File: src/rtl/ibex_mem_arbiter_if.sv
// rtl/ibex_mem_arbiter_if.sv - core instr/data ports and shared memory port bundle.
// slave is the arbiter's view; master is the view of the core and memory around it.
interface ibex_mem_arbiter_if;
  logic        instr_req_i;
  logic        instr_gnt_o;
  logic        instr_rvalid_o;
  logic [31:0] instr_addr_i;
  logic [31:0] instr_rdata_o;

  logic        data_req_i;
  logic        data_gnt_o;
  logic        data_rvalid_o;
  logic        data_we_i;
  logic [3:0]  data_be_i;
  logic [31:0] data_addr_i;
  logic [31:0] data_wdata_i;
  logic [31:0] data_rdata_o;

  logic        mem_req_o;
  logic        mem_gnt_i;
  logic        mem_rvalid_i;
  logic        mem_we_o;
  logic [3:0]  mem_be_o;
  logic [31:0] mem_addr_o;
  logic [31:0] mem_wdata_o;
  logic [31:0] mem_rdata_i;

  modport slave (
    input  instr_req_i, instr_addr_i,
    input  data_req_i, data_we_i, data_be_i, data_addr_i, data_wdata_i,
    input  mem_gnt_i, mem_rvalid_i, mem_rdata_i,
    output instr_gnt_o, instr_rvalid_o, instr_rdata_o,
    output data_gnt_o, data_rvalid_o, data_rdata_o,
    output mem_req_o, mem_we_o, mem_be_o, mem_addr_o, mem_wdata_o
  );

  modport master (
    output instr_req_i, instr_addr_i,
    output data_req_i, data_we_i, data_be_i, data_addr_i, data_wdata_i,
    output mem_gnt_i, mem_rvalid_i, mem_rdata_i,
    input  instr_gnt_o, instr_rvalid_o, instr_rdata_o,
    input  data_gnt_o, data_rvalid_o, data_rdata_o,
    input  mem_req_o, mem_we_o, mem_be_o, mem_addr_o, mem_wdata_o
  );
endinterface

File: src/rtl/ibex_mem_arbiter.sv
// rtl/ibex_mem_arbiter.sv - shares one req/gnt/rvalid memory port between instr and data.
// Request path is combinational; an in-order ID FIFO routes responses back.
module ibex_mem_arbiter #(
  parameter int MaxOutstanding = 2,
  parameter int DataPriority   = 0
) (
  input logic               clk,
  input logic               rstn,
  ibex_mem_arbiter_if.slave bus
);

  typedef enum logic {ARB = 1'b0, HOLD = 1'b1} state_e;

  localparam logic       OWN_I    = 1'b0;
  localparam logic       OWN_D    = 1'b1;
  localparam logic [2:0] CNT_MAX  = 3'(MaxOutstanding);
  localparam logic [1:0] PTR_LAST = 2'(MaxOutstanding - 1);

  state_e     state_q, state_d;
  logic       owner_q, owner_d;
  logic       last_q, last_d;
  logic [2:0] count_q, count_d;
  logic [1:0] wr_ptr_q, wr_ptr_d;
  logic [1:0] rd_ptr_q, rd_ptr_d;
  logic       fifo_q [4];
  logic       fifo_d [4];

  logic owner;
  logic owner_req;
  logic pop;
  logic room;
  logic handshake;
  logic head;

  function automatic logic [1:0] ptr_inc(input logic [1:0] p);
    return (p == PTR_LAST) ? 2'd0 : p + 2'd1;
  endfunction

  // A held owner is sticky; otherwise ties go to data or to whoever was not granted last.
  always_comb begin
    owner = OWN_I;
    if (state_q == HOLD) begin
      owner = owner_q;
    end else if (bus.instr_req_i && bus.data_req_i) begin
      owner = (DataPriority != 0) ? OWN_D : ~last_q;
    end else if (bus.data_req_i) begin
      owner = OWN_D;
    end
  end

  assign owner_req = (owner == OWN_D) ? bus.data_req_i : bus.instr_req_i;
  assign pop       = bus.mem_rvalid_i && (count_q != 3'd0);
  // A response retiring this cycle frees its slot for a same-cycle request.
  assign room      = (count_q != CNT_MAX) || pop;
  assign handshake = bus.mem_req_o && bus.mem_gnt_i;
  assign head      = fifo_q[rd_ptr_q];

  assign bus.mem_req_o   = owner_req && room && rstn;
  assign bus.instr_gnt_o = handshake && (owner == OWN_I);
  assign bus.data_gnt_o  = handshake && (owner == OWN_D);

  assign bus.mem_addr_o  = (owner == OWN_D) ? bus.data_addr_i  : bus.instr_addr_i;
  assign bus.mem_we_o    = (owner == OWN_D) ? bus.data_we_i    : 1'b0;
  assign bus.mem_be_o    = (owner == OWN_D) ? bus.data_be_i    : 4'hF;
  assign bus.mem_wdata_o = (owner == OWN_D) ? bus.data_wdata_i : 32'h0;

  assign bus.instr_rvalid_o = pop && (head == OWN_I);
  assign bus.data_rvalid_o  = pop && (head == OWN_D);
  assign bus.instr_rdata_o  = bus.mem_rdata_i;
  assign bus.data_rdata_o   = bus.mem_rdata_i;

  always_comb begin
    state_d  = state_q;
    owner_d  = owner_q;
    last_d   = last_q;
    wr_ptr_d = wr_ptr_q;
    rd_ptr_d = rd_ptr_q;
    fifo_d   = fifo_q;

    case (state_q)
      ARB: begin
        if (bus.mem_req_o && !bus.mem_gnt_i) begin
          state_d = HOLD;
          owner_d = owner;
        end
      end
      HOLD: begin
        if (handshake) begin
          state_d = ARB;
        end
      end
      default: state_d = ARB;
    endcase

    if (handshake) begin
      last_d           = owner;
      fifo_d[wr_ptr_q] = owner;
      wr_ptr_d         = ptr_inc(wr_ptr_q);
    end
    if (pop) begin
      rd_ptr_d = ptr_inc(rd_ptr_q);
    end
    count_d = count_q + {2'b00, handshake} - {2'b00, pop};
  end

  always_ff @(posedge clk or negedge rstn) begin
    if (!rstn) begin
      state_q  <= ARB;
      owner_q  <= OWN_I;
      last_q   <= OWN_I;
      count_q  <= 3'd0;
      wr_ptr_q <= 2'd0;
      rd_ptr_q <= 2'd0;
      for (int i = 0; i < 4; i++) begin
        fifo_q[i] <= OWN_I;
      end
    end else begin
      state_q  <= state_d;
      owner_q  <= owner_d;
      last_q   <= last_d;
      count_q  <= count_d;
      wr_ptr_q <= wr_ptr_d;
      rd_ptr_q <= rd_ptr_d;
      fifo_q   <= fifo_d;
    end
  end

endmodule

File: src/flat_wrapper.sv
// flat-port wrapper written by rule: the top's interface ports become plain ports
module ibex_mem_arbiter_flat 
#(
  parameter int MaxOutstanding = 2,
  parameter int DataPriority   = 0
)
  (clk, rstn, bus_instr_req_i, bus_instr_addr_i, bus_data_req_i, bus_data_we_i, bus_data_be_i, bus_data_addr_i, bus_data_wdata_i, bus_mem_gnt_i, bus_mem_rvalid_i, bus_mem_rdata_i, bus_instr_gnt_o, bus_instr_rvalid_o, bus_instr_rdata_o, bus_data_gnt_o, bus_data_rvalid_o, bus_data_rdata_o, bus_mem_req_o, bus_mem_we_o, bus_mem_be_o, bus_mem_addr_o, bus_mem_wdata_o);
  ibex_mem_arbiter_if bus_i ();
  input logic clk;
  input logic rstn;
  input wire logic [$bits(bus_i.instr_req_i)-1:0] bus_instr_req_i;
  input wire logic [$bits(bus_i.instr_addr_i)-1:0] bus_instr_addr_i;
  input wire logic [$bits(bus_i.data_req_i)-1:0] bus_data_req_i;
  input wire logic [$bits(bus_i.data_we_i)-1:0] bus_data_we_i;
  input wire logic [$bits(bus_i.data_be_i)-1:0] bus_data_be_i;
  input wire logic [$bits(bus_i.data_addr_i)-1:0] bus_data_addr_i;
  input wire logic [$bits(bus_i.data_wdata_i)-1:0] bus_data_wdata_i;
  input wire logic [$bits(bus_i.mem_gnt_i)-1:0] bus_mem_gnt_i;
  input wire logic [$bits(bus_i.mem_rvalid_i)-1:0] bus_mem_rvalid_i;
  input wire logic [$bits(bus_i.mem_rdata_i)-1:0] bus_mem_rdata_i;
  output wire logic [$bits(bus_i.instr_gnt_o)-1:0] bus_instr_gnt_o;
  output wire logic [$bits(bus_i.instr_rvalid_o)-1:0] bus_instr_rvalid_o;
  output wire logic [$bits(bus_i.instr_rdata_o)-1:0] bus_instr_rdata_o;
  output wire logic [$bits(bus_i.data_gnt_o)-1:0] bus_data_gnt_o;
  output wire logic [$bits(bus_i.data_rvalid_o)-1:0] bus_data_rvalid_o;
  output wire logic [$bits(bus_i.data_rdata_o)-1:0] bus_data_rdata_o;
  output wire logic [$bits(bus_i.mem_req_o)-1:0] bus_mem_req_o;
  output wire logic [$bits(bus_i.mem_we_o)-1:0] bus_mem_we_o;
  output wire logic [$bits(bus_i.mem_be_o)-1:0] bus_mem_be_o;
  output wire logic [$bits(bus_i.mem_addr_o)-1:0] bus_mem_addr_o;
  output wire logic [$bits(bus_i.mem_wdata_o)-1:0] bus_mem_wdata_o;
  assign bus_i.instr_req_i = bus_instr_req_i;
  assign bus_i.instr_addr_i = bus_instr_addr_i;
  assign bus_i.data_req_i = bus_data_req_i;
  assign bus_i.data_we_i = bus_data_we_i;
  assign bus_i.data_be_i = bus_data_be_i;
  assign bus_i.data_addr_i = bus_data_addr_i;
  assign bus_i.data_wdata_i = bus_data_wdata_i;
  assign bus_i.mem_gnt_i = bus_mem_gnt_i;
  assign bus_i.mem_rvalid_i = bus_mem_rvalid_i;
  assign bus_i.mem_rdata_i = bus_mem_rdata_i;
  assign bus_instr_gnt_o = bus_i.instr_gnt_o;
  assign bus_instr_rvalid_o = bus_i.instr_rvalid_o;
  assign bus_instr_rdata_o = bus_i.instr_rdata_o;
  assign bus_data_gnt_o = bus_i.data_gnt_o;
  assign bus_data_rvalid_o = bus_i.data_rvalid_o;
  assign bus_data_rdata_o = bus_i.data_rdata_o;
  assign bus_mem_req_o = bus_i.mem_req_o;
  assign bus_mem_we_o = bus_i.mem_we_o;
  assign bus_mem_be_o = bus_i.mem_be_o;
  assign bus_mem_addr_o = bus_i.mem_addr_o;
  assign bus_mem_wdata_o = bus_i.mem_wdata_o;
  ibex_mem_arbiter #(.MaxOutstanding(MaxOutstanding), .DataPriority(DataPriority)) u_core (.clk(clk), .rstn(rstn), .bus(bus_i));
endmodule
File: config.mk
export PLATFORM = sky130hd
export DESIGN_NAME = ibex_mem_arbiter_flat
export DESIGN_NICKNAME = d
export VERILOG_FILES = /design/src/rtl/ibex_mem_arbiter_if.sv /design/src/rtl/ibex_mem_arbiter.sv /design/src/flat_wrapper.sv
export SDC_FILE = /design/constraint.sdc
export NUM_CORES = 1
export LEC_CHECK = 0
export BUFFER_PORTS_ARGS = -buffer_cell sky130_fd_sc_hd__buf_2
export CAP_MARGIN = 20
export CORE_AREA = 2 2 108 110
export CTS_CLUSTER_SIZE = 10
export DETAILED_ROUTE_END_ITERATION = 10
export DIE_AREA = 0 0 110 112
export HOLD_SLACK_MARGIN = 0.06
export PLACE_DENSITY = 0.59
export SLEW_MARGIN = 20
export SYNTH_ARGS = -nofsm -noshare
export SYNTH_HDL_FRONTEND = slang
export SYNTH_SLANG_ARGS = --single-unit
File: constraint.sdc
create_clock -name clk -period 3.8 [get_ports clk]
set_clock_uncertainty 0.1 [all_clocks]
set_input_delay 0.76 -clock clk [delete_from_list [all_inputs] [get_ports clk]]
set_output_delay 0.76 -clock clk [all_outputs]
set_load 0.1 [all_outputs]
==> metrics.cfg, run 1 <==
[outcome]
status=finished, final reports clean

[logic_synthesis]
synthMuxAreaShare=0.237
yosys.area_share.simple=0.192
ys_ff_latch=14
synth_edf_count=0
synth_cells=204
synth_fp_nets=346
synthFlopType=dfrtp_1
synth-xor-area-share=0.0188
netlist_area_sq_mm=0.00187
synth_compound_area_frac=0.0496
synth_top_family_by_area=buffers and inverters
yosys.area_share.adder=0.0241
ys_warn_count=0
avgSynthCellArea_sq_um=9.15
synthDistinctLibCells=33
seq_area_frac_synth=0.188
synthArstFlopShare=1.00

[finish]
multi_input_comb_area_sq_um=988
seq_area_sq_um=350
antenna-diode-count=0
final.fill_count=1175
area_growth_pct=63.1
final_common_cell=buf_2
drive_above_1_share=0.725
fin_nets=463
mostFrequentLayoutCells=148 x buf_2, 34 x and2_1, 32 x mux2_2, 32 x buf_12, 14 x dfrtp_1

[route]
wl_met3_microns=685
wl_met2_microns=3180
wl_microns=6070
drtIter0Drc=35
via_count=1768
wire_per_inst_microns=13.1
drtPass1Iterations=2
drc=0
ant_nets=0
m1WireLength_microns=2020
top_layer=met4
via_per_inst=3.82

[global_route]
grt_max_degree=23
antenna_found_initial=0
overflow=0
grt_pass1_wl_microns=8380
grt_use_total=0.0888
grt_pass1_vias=1667

[power_and_ir_drop]
combPwrFrac=0.856
p_per_area_mw_per_mm2=1110
peakVddDrop_mv=0.593
p_leak_nw=1.55
switching_share=0.652
intPower_mw=1.17
clockPowerShare=0.066
switchingPower_mw=2.19
p_seq_frac=0.078

[floorplanning]
dieArea_sq_mm=0.0123
start_util=0.167
die_y_microns=112
ios=277
die_w_microns=110
core_area_sq_mm=0.0112
core.rowCount=39

[timing]
rsz0062_at_grt=no
slew_viol_final=0
finalSetupViolations=0
worst_slew_pin_slew_ps=607
fin_ws_ps=559
slew_headroom=0.595
finalHoldViolCount=0
fin_crit_sh=0.853
tns_ps=0
max_freq_mhz=309
min_period_ps=3240

[setup_path]
cp_max_fo=20
crit_required_ps=2940
critPathLaunchType=input port
reg2reg_slack_ps=1350
critPathArrivalTime_ps=2380
path_class=input port to primary output
r2r_start=u_core.count_q[2]
end_kind=primary output
worst_r2r_path_depth=9
rr_endpoint=u_core.count_q[2]

[clocking]
cts.sinks=14
cts_buffer_depth=2
cts_buffers=3
cts_setup_buffers=0
path_clk_slew_ps=50
cts_tree=built
cts_resized=0
postCtsHoldBufs=0
insertion_delay_ps=250
h-tree-depth=1
root_buffer=clkbuf_16

[min_path]
min_path_type=input port to async pin

[job]
drv_cap=0

[place]
dpl.hpwl_microns=5210
portBuffers=180
dpl_worst_slack_ps=546
routabilityCongestion=0.705

## synthesized netlist by cell type (3+ instances only)
master,count,area share
buf_2,4,0.011
buf_4,64,0.26
xnor2_1,4,0.019
nand2_1,3,0.0060
nand2b_1,5,0.017
dfrtp_1,14,0.19
clkbuf_1,4,0.0080
mux2_2,32,0.19
inv_1,7,0.014
and2_1,34,0.11
mux2_1,4,0.024
## power groups by stage
stage                     clock, mW  sequential [mW]  combinational (mW)
after CTS                     0.227            0.263                2.91
after floorplan                   0            0.250                2.47
after global placement            0            0.261                2.88
final                         0.222            0.263                2.88
after detailed placement          0            0.265                2.90
after global routing          0.236            0.270                2.99
## sequential cells by signal (all words and copies together) (netlist names), named ones only
name	count
u_core.fifo_q	4
u_core.count_q	3
u_core.rd_ptr_q	2
u_core.wr_ptr_q	2
u_core.last_q	1
u_core.owner_q	1
## final cells by class
type                       count  area share
inverter                       7     0.00863
multi-input combinational    111       0.325
timing repair buffer         184       0.464
sequential                    14       0.115
tap                          143      0.0588
clock buffer                   4      0.0292
## worst max-delay path: stages
cell,delay (ps)
buf_2,120
nand2_1,50
nand2_1,90
o21ai_2,500
buf_4,280
and2_1,150
buf_2,420
## metrics by stage
step	cell area, sq um	power [mW]	instances	util	hold slack, ps
CTS	3040	3.40	463	0.272	347
detailed placement	2960	3.16	459	0.264	374
finish	3040	3.37	463	0.272	332
global route	3040	3.49	463	0.272	354
floorplan	1880	2.72	204	-	352
global placement	2960	3.14	459	0.264	372
## layer usage
layer,global-route usage,up-vias
met4,0.0439,0
met1,0.0897,777
met2,0.163,121
met5,0,-
li1,-,842
met3,0.0252,28
## how the worst max path moves through the flow
stage                          from                  end  cells past startpoint
floorplan           bus_instr_req_i       bus_data_gnt_o                      6
global placement    bus_instr_req_i   bus_mem_addr_o[29]                      8
detailed placement  bus_instr_req_i   bus_mem_wdata_o[8]                      7
CTS                 bus_instr_req_i   bus_mem_wdata_o[8]                      7
global route        bus_instr_req_i  bus_mem_wdata_o[24]                      7
finish              bus_instr_req_i   bus_mem_wdata_o[8]                      7
## kinds of logic after synthesis
kind of cell / count (synthesis)
AOI/OAI and AO/OA: 11
buffers and inverters: 79
xor gates and xnor gates: 4
muxes: 38
and+or+nand+nor: 55
adders and majority gates: 3
DFF: 14
Power figures use the tool's default switching activity.
==> run 2, diff against run 1 <==
Settings changed: CORE_AREA 2 2 108 110 to 2 2 109 111, DIE_AREA 0 0 110 112 to 0 0 111 113, PLACE_DENSITY 0.59 to 0.6.
Clock period 3.8 ns to 2.9 ns, I/O delays scaled along.
==> metrics.cfg, run 2 (synthesis results as in run 1) <==
[route]
ant_nets=0
wire_per_inst_microns=14.0
drc=0
via_count=1798
drtIter0Drc=15
drtPass1Iterations=4
wl_microns=6450
via_per_inst=3.89

[setup_path]
cp_max_fo=32
reg2reg_slack_ps=480
critPathMostFrequentCell=buf_12
critPathSlowestCell=dfrtp_1
critPathMaxStageDelay_ps=460
cp.buffers_inverters=2
critPathLaunchType=register
critPathArrivalTime_ps=1910
path_delay_family=flip-flops
crit_required_ps=2220
path_cells=nand2_1 > o21a_1 > buf_12 > mux2_2 > buf_12
rr_endpoint=u_core.count_q[2]
end_kind=primary output
r2r_start=u_core.count_q[2]
path_class=register to primary output
worst_r2r_path_depth=9

[place]
dpl.hpwl_microns=5630
routabilityCongestion=0.775
portBuffers=180

[clocking]
cts_buffers=3
cts_resized=0
cts_buffer_depth=2
h-tree-depth=1
postCtsHoldBufs=0
cts.sinks=14
cts_setup_buffers=0
root_buffer=clkbuf_16
path_clk_slew_ps=50
insertion_delay_ps=250
cts_tree=built

[global_route]
grt_use_total=0.0958
grt_pass1_wl_microns=9650
grt_max_degree=44
antenna_found_initial=0
overflow=0
grt_pass1_vias=1912

[finish]
drive_above_1_share=0.727
area_growth_pct=69.4
top_register=u_core.fifo_q
final_common_cell=buf_2
mostFrequentLayoutCells=141 x buf_2, 40 x buf_12, 34 x and2_1, 32 x mux2_2, 14 x dfrtp_1
largestRegisters=u_core.fifo_q (4), u_core.count_q (3)
final.fill_count=1172
antenna-diode-count=0
largest_register_ffs=4
fin_nets=462

[timing]
finalHoldViolCount=0
hold_slack_ps=91.4
rsz0062_at_grt=no
worst_slew_pin_slew_ps=496
slew_viol_final=0
max_freq_mhz=386
slew_headroom=0.671
tns_ps=0
fin_crit_sh=0.893
min_period_ps=2590
finalSetupViolations=0

[floorplanning]
start_util=0.166
ios=277
die_w_microns=111
core.rowCount=39
core_area_sq_mm=0.0113
dieArea_sq_mm=0.0125
die_y_microns=113

[outcome]
status=finished, final reports clean

[power_and_ir_drop]
p_per_area_mw_per_mm2=1430
p_leak_nw=1.58
peakVddDrop_mv=0.580

[min_path]
min_path_type=input port to async pin

[job]
drv_cap=0

run 2: cell count changes in the layout (fill, tap and decap cells not counted), sizes merged:
cell	previous run	this run
buf	184	183
run 2: worst max path at each step:
stage          slack (ps)  cells after the start             from           endpoint
4_1_cts               290                      5         register  bus_mem_addr_o[6]
3_3_place_gp          360                      7  bus_instr_req_i  bus_mem_addr_o[7]
3_5_place_dp          330                      7  bus_instr_req_i  bus_mem_addr_o[6]
2_1_floorplan         -40                      5  bus_instr_req_i    bus_instr_gnt_o
5_1_grt               200                      5         register  bus_mem_addr_o[3]
6_report              310                      5         register  bus_mem_addr_o[6]
run 2: power by group:
part / internal [mW] / leakage (nW) / switching (mW)
clock network: 0.209 / 0.0442 / 0.0793
logic: 1.15 / 1.36 / 2.74
registers: 0.268 / 0.176 / 0.0814
run 2: through the flow:
| stage | area, sq um | worst slack [ps] | instances | util | total power, mW |
|---|---|---|---|---|---|
| 3_3_place_gp | 3070 | 360 | 458 | 0.273 | 4.22 |
| 2_1_floorplan | 1890 | -42.8 | 204 | - | 3.57 |
| 3_5_place_dp | 3070 | 329 | 458 | 0.273 | 4.27 |
| 5_1_grt | 3160 | 199 | 462 | 0.281 | 4.68 |
| 6_report | 3160 | 310 | 462 | 0.281 | 4.53 |
| 4_1_cts | 3160 | 294 | 462 | 0.281 | 4.57 |
run 2: area by class of cell:
| cell class | instances | area, sq um | share of cell area |
|---|---|---|---|
| sequential | 14 | 350 | 0.111 |
| tap | 143 | 179 | 0.0566 |
| timing repair buffer | 183 | 1520 | 0.481 |
| multi-input combinational | 111 | 997 | 0.315 |
| clock buffer | 4 | 88.8 | 0.0281 |
| inverter | 7 | 26.3 | 0.00831 |
run 2: per-layer routing:
metal	vias to the layer above	GRT usage	part of all wire
met2	124	0.184	0.52
met1	808	0.0986	0.35
li1	840	-	-
met4	0	0.0450	0.032
met5	-	0	0
met3	26	0.0220	0.099
==> run 3, diff against run 2 <==
Settings changed: ABC_AREA set to 1, CORE_AREA 2 2 109 111 to 2 2 107 109, DIE_AREA 0 0 111 113 to 0 0 109 111, PLACE_DENSITY 0.6 to 0.63.
==> metrics.cfg, run 3 <==
[power_and_ir_drop]
switchingPower_mw=3.75
switching_share=0.640
clockPowerShare=0.048
p_per_area_mw_per_mm2=1560
intPower_mw=2.11
total_power_mw=5.86
combPwrFrac=0.892
p_leak_nw=2.13
peakVddDrop_mv=1.06
p_seq_frac=0.060

[timing]
rsz0062_at_grt=no
hold_slack_ps=204
slew_headroom=0.673
fin_ws_ps=471
finalSetupViolations=0
worst_slew_pin_slew_ps=495
tns_ps=0
fin_crit_sh=0.838
slew_viol_final=0
finalHoldViolCount=0
min_period_ps=2430
max_freq_mhz=412

[global_route]
overflow=0
antenna_found_initial=0
grt_use_total=0.121
grt_pass1_wl_microns=11500
grt_max_degree=43
grt_pass1_vias=2174

[floorplanning]
core_area_sq_mm=0.0111
ios=277
die_y_microns=111
die_w_microns=109
dieArea_sq_mm=0.0121
start_util=0.178
core.rowCount=39

[logic_synthesis]
synth.area.top_cells=buf_4 25%, nand2_1 23%, dfrtp_1 18%
synth_edf_count=0
synth_top_family_by_area=simple AND/OR/NAND/NOR gates
seq_area_frac_synth=0.177
yosys.area_share.adder=0.0228
ys_ff_latch=14
yosys.area.top_type=buf_4
synthDistinctLibCells=24
synthArstFlopShare=1.00
synth_cells=339
netlist_area_sq_mm=0.00198
synthFlopType=dfrtp_1
synth_top_area_frac=0.247
synth-xor-area-share=0.00886
yosys.area_share.simple=0.388
synth.most_common_cell=nand2_1
synth_fp_nets=481
yosys-top-cells-count=121 x nand2_1, 65 x buf_4, 52 x inv_1
synth_compound_area_frac=0.0190
avgSynthCellArea_sq_um=5.83
ys_warn_count=0
synthMuxAreaShare=0

[setup_path]
path_cells=inv_1 > a31oi_1 > inv_1 > nor2_2 > buf_2
critPathMostFrequentCell=inv_1
critPathMaxStageDelay_ps=420
end_kind=primary output
reg2reg_slack_ps=750
critPathSlowestCell=buf_2
crit_required_ps=2220
critPathArrivalTime_ps=1750
cp.buffers_inverters=3
path_class=register to primary output
cp_max_fo=5
critPathLaunchType=register
path_delay_family=buffers and inverters

[finish]
layout.cells.non_filler=596
top_register=u_core.fifo_q
largest_register_ffs=4
fin_nets=596
drive_above_1_share=0.490
mostFrequentLayoutCells=121 x nand2_1, 109 x buf_2, 72 x buf_12, 52 x inv_1, 25 x nor2_2
area_growth_pct=90.6
antenna-diode-count=0
largestRegisters=u_core.fifo_q (4), u_core.count_q (3)
final_common_cell=nand2_1

[clocking]
cts_buffers=3
cts_buffer_depth=2
cts.sinks=14
postCtsHoldBufs=0
cts_tree=built
root_buffer=clkbuf_16
h-tree-depth=1
path_clk_slew_ps=40
insertion_delay_ps=240
cts_setup_buffers=0
cts_resized=0

[place]
portBuffers=180
dpl_worst_slack_ps=480
routabilityCongestion=0.796
dp_cells=592
dpl.hpwl_microns=6760

[route]
drtIter0Drc=68
wire_per_inst_microns=13.0
drc=0
via_per_inst=3.82
via_count=2279
wl_microns=7720
ant_nets=0
drtPass1Iterations=4

[job]
drv_cap=0

[min_path]
min_path_type=input port to async pin

[outcome]
status=finished, final reports clean

==> run 3: cell count changes after synthesis, sizes merged, moves of 4 or more <==
cell,delta
buf,+7
xnor2,-4
and2,-33
nand3,+6
or2,+4
mux2,-37
clkbuf,-4
nand2,+119
nor2,+41
nand2b,-5
inv,+47
nand4,+4
==> run 3: worst reg2reg max path, delay by kind of cell, from the launching register on <==
kind                     cells  cell delay, ps
AO/OA/AOI/OAI                1             390
XOR/XNOR                     1             170
adder cells (fa/ha/maj)      3             810
buffers and inverters        3             180
flip-flops                   1             400
==> run 3: worst paths after layout <==
path                       cells past startpoint              start            endpoint
max                                            5  u_core.count_q[1]  bus_instr_rvalid_o
min                                            2               rstn  u_core.wr_ptr_q[1]
max reg2reg                                    8  u_core.count_q[1]   u_core.count_q[2]
min reg2reg                                    2      u_core.last_q       u_core.last_q
max in group asynchronous                      2               rstn  u_core.rd_ptr_q[1]
min in group clk                               2      u_core.last_q       u_core.last_q
==> run 3: logic make-up (layout without fill, tap and decap cells) <==
| family | after synthesis | in the layout |
|---|---|---|
| XOR/XNOR | 2 | 2 |
| adder cells (fa/ha/maj) | 3 | 3 |
| flip-flops | 14 | 14 |
| AND/OR/NAND/NOR | 184 | 184 |
| AO/OA/AOI/OAI | 7 | 7 |
| buffers and inverters | 129 | 243 |
==> run 3: cell type report <==
| cell class | count | area, sq um |
|---|---|---|
| repair buffers | 185 | 2020 |
| well taps | 143 | 179 |
| flip-flops and latches | 14 | 350 |
| fillers | 1146 | 7310 |
| clock buffers | 4 | 88.8 |
| inverters | 54 | 203 |
| multi-input cells | 196 | 930 |
==> run 3: routing by layer <==
metal,global-route usage,up-vias,wire [microns],share of wire
met5,0,-,0,0
met1,0.122,964,2540,0.33
met2,0.219,160,3940,0.51
li1,-,1146,-,-
met3,0.0700,9,1200,0.16
met4,0.0145,0,40,0.0052
==> run 3: power by group through the flow <==
| stage | Sequential (mW) | Combinational (mW) | Clock (mW) |
|---|---|---|---|
| finish | 0.349 | 5.23 | 0.283 |
| global route | 0.363 | 5.44 | 0.299 |
| CTS | 0.350 | 5.28 | 0.287 |
| detailed placement | 0.353 | 5.28 | 0 |
| global placement | 0.351 | 5.25 | 0 |
| floorplan | 0.334 | 3.84 | 0 |
==> run 3: metrics by stage <==
stage	util	instance area [sq um]
after detailed placement	0.332	3680
after global routing	0.340	3770
after floorplan	-	2040
final	0.340	3770
after global placement	0.332	3680
after CTS	0.340	3770
